### config.mk
export PLATFORM = sky130hd
export DESIGN_NAME = fetch_queue_unit
export DESIGN_NICKNAME = d
export VERILOG_FILES = /design/src/rtl/fetch_queue_unit.sv
export SDC_FILE = /design/constraint.sdc
export NUM_CORES = 1
export LEC_CHECK = 0
export ABC_AREA = 1
export ABC_CLOCK_PERIOD_IN_PS = 5500
export BUFFER_PORTS_ARGS = -buffer_cell sky130_fd_sc_hd__buf_2
export CORE_MARGIN = 4
export CORE_UTILIZATION = 50
export DETAILED_ROUTE_END_ITERATION = 10
export GPL_TIMING_DRIVEN = 0
export PLACE_DENSITY = 0.71
export SETUP_SLACK_MARGIN = 0.1
export SLEW_MARGIN = 20
export SYNTH_ARGS = -nofsm -noshare
export SYNTH_HDL_FRONTEND = slang
export SYNTH_SLANG_ARGS = --single-unit
### constraint.sdc
create_clock -name clock -period 5.5 [get_ports clock]
set_input_delay 1.1 -clock clock [delete_from_list [all_inputs] [get_ports clock]]
set_output_delay 1.1 -clock clock [all_outputs]
set_load 0.005 [all_outputs]
### src/rtl/fetch_queue_unit.sv
// rtl/fetch_queue_unit.sv - PC generation, imem read port and fetch queue toward decode
module fetch_queue_unit #(
    parameter int                   DataWidth    = 32,
    parameter int                   AddrWidth    = 10,
    parameter int                   FQ_DEPTH     = 4,
    parameter logic [DataWidth-1:0] RESET_VECTOR = '0
) (
    input  logic                 clock,
    input  logic                 reset,
    input  logic [1:0]           next_PC_sel,
    input  logic                 Branch,
    input  logic                 flush,
    input  logic [DataWidth-1:0] Branch_target,
    input  logic [DataWidth-1:0] Jal_target,
    input  logic [DataWidth-1:0] Jalr_target,
    output logic                 imem_req,
    output logic [AddrWidth-1:0] imem_addr,
    input  logic [DataWidth-1:0] imem_rdata,
    output logic                 fq_valid,
    input  logic                 fq_ready,
    output logic [DataWidth-1:0] PC_OUT,
    output logic [DataWidth-1:0] Inst_out,
    output logic                 misalign_trap,
    output logic [DataWidth-1:0] misalign_addr
);

    localparam int PtrW = $clog2(FQ_DEPTH);
    localparam int CntW = PtrW + 1;

    typedef enum logic {
        S_RUN  = 1'b0,
        S_HALT = 1'b1
    } state_t;

    state_t               r_state;
    state_t               w_state_next;
    logic [DataWidth-1:0] r_pc;
    logic                 r_inflight;
    logic [DataWidth-1:0] r_inflight_pc;
    logic [DataWidth-1:0] r_q_pc   [FQ_DEPTH];
    logic [DataWidth-1:0] r_q_inst [FQ_DEPTH];
    logic [PtrW-1:0]      r_wr_ptr;
    logic [PtrW-1:0]      r_rd_ptr;
    logic [CntW-1:0]      r_count;
    logic                 r_trap;
    logic [DataWidth-1:0] r_trap_addr;

    logic                 w_redirect;
    logic [DataWidth-1:0] w_target;
    logic                 w_misalign;
    logic                 w_kill;
    logic                 w_room;
    logic                 w_issue;
    logic                 w_push;
    logic                 w_pop;

    // Decode the redirect request and pick its target
    always_comb begin
        w_redirect = 1'b0;
        w_target   = Branch_target;
        case (next_PC_sel)
            2'b01: begin
                w_redirect = Branch;
                w_target   = Branch_target;
            end
            2'b10: begin
                w_redirect = 1'b1;
                w_target   = Jal_target;
            end
            2'b11: begin
                w_redirect = 1'b1;
                w_target   = Jalr_target;
            end
            default: begin
                w_redirect = 1'b0;
            end
        endcase
    end

    // Any redirect (aligned or not) or flush throws away queue and in-flight read
    assign w_misalign = w_redirect && (w_target[1:0] != 2'b00);
    assign w_kill     = w_redirect || flush;
    // Queued plus in-flight entries bound the issue rate so a response always has a slot
    assign w_room     = (r_count + CntW'(r_inflight)) < CntW'(FQ_DEPTH);
    assign w_push     = r_inflight && !w_kill;
    assign w_pop      = (r_count != '0) && fq_ready && !w_kill;

    // RUN/HALT state register
    always_ff @(posedge clock) begin
        if (reset) begin
            r_state <= S_RUN;
        end else begin
            r_state <= w_state_next;
        end
    end

    // Next state and issue decision
    always_comb begin
        w_state_next = r_state;
        w_issue      = 1'b0;
        case (r_state)
            S_RUN: begin
                if (w_misalign) begin
                    w_state_next = S_HALT;
                end else begin
                    w_issue = !reset && !w_kill && w_room;
                end
            end
            S_HALT: begin
                if (w_redirect && !w_misalign) begin
                    w_state_next = S_RUN;
                end
            end
            default: begin
                w_state_next = S_RUN;
            end
        endcase
    end

    // PC, in-flight tag and trap reporting
    always_ff @(posedge clock) begin
        if (reset) begin
            r_pc          <= RESET_VECTOR;
            r_inflight    <= 1'b0;
            r_inflight_pc <= '0;
            r_trap        <= 1'b0;
            r_trap_addr   <= '0;
        end else begin
            r_trap <= w_misalign;
            if (w_misalign) begin
                r_trap_addr <= w_target;
            end
            if (w_redirect && !w_misalign) begin
                r_pc <= w_target;
            end else if (w_issue) begin
                r_pc <= r_pc + DataWidth'(4);
            end
            r_inflight <= w_issue;
            if (w_issue) begin
                r_inflight_pc <= r_pc;
            end
        end
    end

    // Queue pointers and occupancy
    always_ff @(posedge clock) begin
        if (reset || w_kill) begin
            r_wr_ptr <= '0;
            r_rd_ptr <= '0;
            r_count  <= '0;
        end else begin
            if (w_push) begin
                r_wr_ptr <= r_wr_ptr + PtrW'(1);
            end
            if (w_pop) begin
                r_rd_ptr <= r_rd_ptr + PtrW'(1);
            end
            r_count <= r_count + CntW'(w_push) - CntW'(w_pop);
        end
    end

    // Queue storage; contents are meaningless while the count says empty
    always_ff @(posedge clock) begin
        if (w_push && !reset) begin
            r_q_pc[r_wr_ptr]   <= r_inflight_pc;
            r_q_inst[r_wr_ptr] <= imem_rdata;
        end
    end

    assign imem_req      = w_issue;
    assign imem_addr     = r_pc[AddrWidth+1:2];
    assign fq_valid      = (r_count != '0);
    assign PC_OUT        = fq_valid ? r_q_pc[r_rd_ptr] : '0;
    assign Inst_out      = fq_valid ? r_q_inst[r_rd_ptr] : '0;
    assign misalign_trap = r_trap;
    assign misalign_addr = r_trap_addr;

endmodule

Yosys cells after proc, flatten, opt, wreduce, memory -nomap -nowiden --
Memories as Yosys holds them, arrays and structs flattened. A register that Yosys moved wholly into a read port is not among the register bits. Index checks and enable logic that the tools add are counted.
Cells by class: $add $sub $neg 6, multipliers 0, div/mod/pow operators 0, $lt $le $gt $ge 1, eq/ne operators 3, shift operators 0, multiplexer cells 17, bitwise logic cells 1, reduce and logical (&&, ||, !) cells 17
Operators by type and width (number):
- $mux W32 | 4
- $pmux W32 S2 | 1
- $add A32 B3 Y32 const B | 1
- $logic_and A1 B1 Y1 | 8
- $mux W2 | 4
- $add A3 B1 Y3 | 2
- $mux W1 | 6
- $add A2 B1 Y2 const B | 2
- $eq A2 B2 Y1 const B | 2
- $pmux W1 S2 | 2
- $reduce_bool A2 Y1 | 2
- $logic_not A1 Y1 | 3
- $lt A3 B3 Y1 const B | 1
- $reduce_bool A3 Y1 | 1
- $sub A3 B1 Y3 | 1
- $eq A2 B1 Y1 const B | 1
- $logic_or A1 B1 Y1 | 2
- $reduce_or A2 Y1 | 1
- $not A1 Y1 | 1
Word-level totals: register bits 106, latch bits 0, memory bits (writable) 256, memory bits (read-only) 0, input port bits 135, memories kept 2
Memories:
- r_q_inst | depth 4, bits a word 32, read ports 1, clocked after memory_dff 1, write ports 1, line 41 | logic [DataWidth-1:0] r_q_inst [FQ_DEPTH];
- r_q_pc | depth 4, bits a word 32, read ports 1, clocked after memory_dff 1, write ports 1, line 40 | logic [DataWidth-1:0] r_q_pc [FQ_DEPTH];

Logic depth before layout (Yosys ltp) --
word-level depth 11, gate-level depth with buffers 12, mapped depth without buffers 12

Worst setup path after synthesis --
OpenSTA, ideal clock, no wires.
path type input to register, start input Branch, end memory r_q_inst[0][0] (enable), setup time 0.487 ns, arrival 4.301 ns, required time 5.013 ns, slack 0.713 ns, stages 5, path buffers 0, cell sequence nand2_1 -> nand2_2 -> nor2_1 -> nand3_1 -> nor2_1
On the way: word-level cells in the longest chain between the ends 7
Ends and longest elaborated chain:
- from (decl) | line 11 | input logic Branch,
- $pmux W1 S2 | line 61 | case (next_PC_sel)
- $logic_or A1 B1 Y1 | line 82 | assign w_kill = w_redirect || flush;
- $logic_not A1 Y1 | line 85 | assign w_push = r_inflight && !w_kill;
- $logic_and A1 B1 Y1 | line 85
- $logic_and A1 B1 Y1 | line 164 | if (w_push && !reset) begin
- $mux W1 | line 164
- $mux W1 (not written as such) | line 166 | r_q_inst[r_wr_ptr] <= imem_rdata;
- to (decl) | line 41
No other way between the ends.

==> results.yml <==
global_routing:
  grt_use_total: 0.2411
  grtUsageMet1: 0.2969
  grt_first_pass_wirelength_um: 64280
  grt_max_degree: 24
  grt.busiest_layer: "met2"
  grt_use_met3: 0.03987
  gr-usage-met2: 0.4207
  antenna_found_initial: 2
  overflow: 0
  grt_pass1_vias: 12320
placement:
  dp_hpwl_um: 30450
  io_buffers: 243
  placedCellCount: 2320
  dpl_worst_slack_ns: 1.692
  placed_area_um2: 17620
  gp_congestion: 0.9468
logic_synthesis:
  synth_top_area_frac: 0.4939
  ys_types: 32
  syn_area_um2: 15570
  synth_edf_count: 256
  synth_commonest_cells: "nor2_1, nand2_1, edfxtp_1"
  ys.flop_type: "edfxtp_1"
  syn_nets: 1812
  synth_area_leaders: "edfxtp_1, dfxtp_1, nor2_1, nand2_1, o21ai_0"
  yosysTopAreaCell: "edfxtp_1"
  synth_most_common_cell: "nor2_1"
  synth_seq_cells: 364
  syn-instance-count: 1669
  async_flop_share: 0
  synth-seq-area-share: 0.6327
  synth_area_per_cell_um2: 9.327
  yosys_warnings: 0
clock_network:
  root_buffer: "clkbuf_16"
  cts.clk_slew.worst_paths_ns: 0.06
  hold_buffers: 0
  clock_latency_ns: 0.52
  cts_buffer_depth: 3
  cts_tree: "done"
  clkSinkCount: 364
  numCtsBuffers: 37
  post_cts_buffers: 0
  cts_resized: 0
  cts_max_level: 2
detailed_routing:
  drc: 0
  first_pass_iters: 7
  avgRoutedWirePerCell_um: 17.78
  postRouteAntennaNets: 0
  vias: 12580
  wl_um: 42380
  routed_via_density: 5.278
  drt_iter0_markers: 902
sta:
  relSlewSlack: 0.4891
  setup_viol: 0
  tightest_slew_ns: 0.7663
  skew_ns: 0.02005
  hold_viol: 0
  fin_setup_tns_ns: 0
  rsz0062_at_grt: "false"
  fin_ws_ns: 1.714
  fin_crit_sh: 0.6884
  period_needed_ns: 3.786
  drv_slew: 0
  max_freq_ghz: 0.2641
finish:
  final_cells: 2384
  layout-drive-gt1-share: 0.1922
  area_delta_synth_final_pct: 21.31
  n_fill_cell: 2572
  antennaDiodeCount: 0
  final_cell_area_um2: 18880
  final_net_count: 2106
outcome:
  status: "finished clean"
setup_path:
  crit_path_end_kind: "primary output"
  worstSetupPathType: "flop to primary output"
  cp-start-kind: "flop"
  worstPathArrival_ns: 2.69
  cp_data_required_time_ns: 4.40
  cp_max_fo: 10
floorplanning:
  core_area_um2: 30670
  initial_core_util: 0.5075
  die_x_um: 184.4
  ios: 244
  dieHeight_um: 184.4
  rows: 64
  die-area_um2: 34020
run:
  drv_cap: 0
power:
  irDropWorstVdd_v: 0.0001861
  p_leak_nw: 7.671
  p_per_area_nw_per_um2: 315.7
  finalPower_mw: 5.962
worst_hold_path:
  hold_path_class: "flop to flop"
## cell type report
cell class                      instances  area, um^2  area share
Tap cell                              396       495.5     0.02624
Buffer                                102       483.0     0.02558
Sequential cell                       364        9849      0.5216
Inverter                               76       285.3     0.01511
Timing Repair Buffer                  255        1531     0.08110
Clock inverter                         20       245.2     0.01299
Clock buffer                           44        1015     0.05374
Multi-Input combinational cell       1127        4979      0.2636
## state kept, by name (all words and copies together), names as in the netlist, named ones only
| signal | flops |
|---|---|
| misalign_trap | 1 |
| r_wr_ptr | 2 |
| r_inflight_pc | 32 |
| r_count | 3 |
| r_pc | 32 |
| r_q_pc | 128 |
| r_q_inst | 128 |
| r_inflight | 1 |
| r_rd_ptr | 2 |
| misalign_addr | 32 |
## critical path: stages (launching register included)
cell and delay (ns):
dfxtp_1 0.40, clkbuf_1 0.52, clkbuf_1 0.49, nor2_1 0.10
nor2_1 0.09, o21ai_0 0.11, a21oi_1 0.29, buf_2 0.18
## layout by cell type, fill, tap and decap left out, types with 2 or more instances in the layout
cell / n
nor2_2: 4
edfxtp_1: 256
nand2_2: 3
nand3_1: 96
nand2_1: 262
xor2_1: 2
clkinv_1: 2
ha_1: 7
a31oi_1: 2
clkbuf_16: 39
nand4_1: 2
clkinvlp_4: 2
inv_2: 9
bufinv_16: 5
clkbuf_1: 53
nor2_1: 419
o21ai_0: 183
clkinv_4: 2
buf_16: 10
buf_4: 13
buf_2: 272
buf_6: 2
clkinv_2: 7
buf_1: 8
nor3_1: 4
clkbuf_8: 2
buf_12: 2
nor2_4: 5
xnor2_1: 5
dfxtp_1: 108
nand3b_1: 8
a21oi_1: 100
o21ai_1: 18
inv_1: 67
## final timing paths
path         startpoint         end  slack (ns)  depth (start not counted)
max                flop   PC_OUT[8]        1.71                          7
min             r_pc[1]     r_pc[1]        0.46                          2
max reg2reg  r_count[0]  r_count[2]        3.04                          9
min reg2reg     r_pc[1]     r_pc[1]        0.46                          2
## stage by stage
step	utilization	hold slack [ns]
2_1_floorplan	-	0.4160
3_3_place_gp	0.5634	0.4280
3_5_place_dp	0.5746	0.4424
4_1_cts	0.6157	0.4540
5_1_grt	0.6157	0.4750
6_report	0.6157	0.4570
## per-layer routing
metal / up-vias / share of wire
met3: 96 / 0.073
met5: - / 0.00031
met4: 2 / 0.040
met1: 5784 / 0.40
met2: 521 / 0.48
li1: 6179 / -
## power breakdown
group	switching [mW]	internal, mW
logic	0.210	0.136
registers	0.0522	2.98
clock network	1.03	1.56
total	1.29	4.67
## cell families after synthesis
kind of cell             Yosys count  share of synthesized area
adder cells (fa/ha/maj)            8                   0.006912
AND/OR/NAND/NOR                  808                     0.2090
AO/OA/AOI/OAI                    304                    0.09806
XOR/XNOR                           7                   0.003939
flip-flops                       364                     0.6327
buffers and inverters            178                    0.04935
Power figures use the tool's default switching activity.
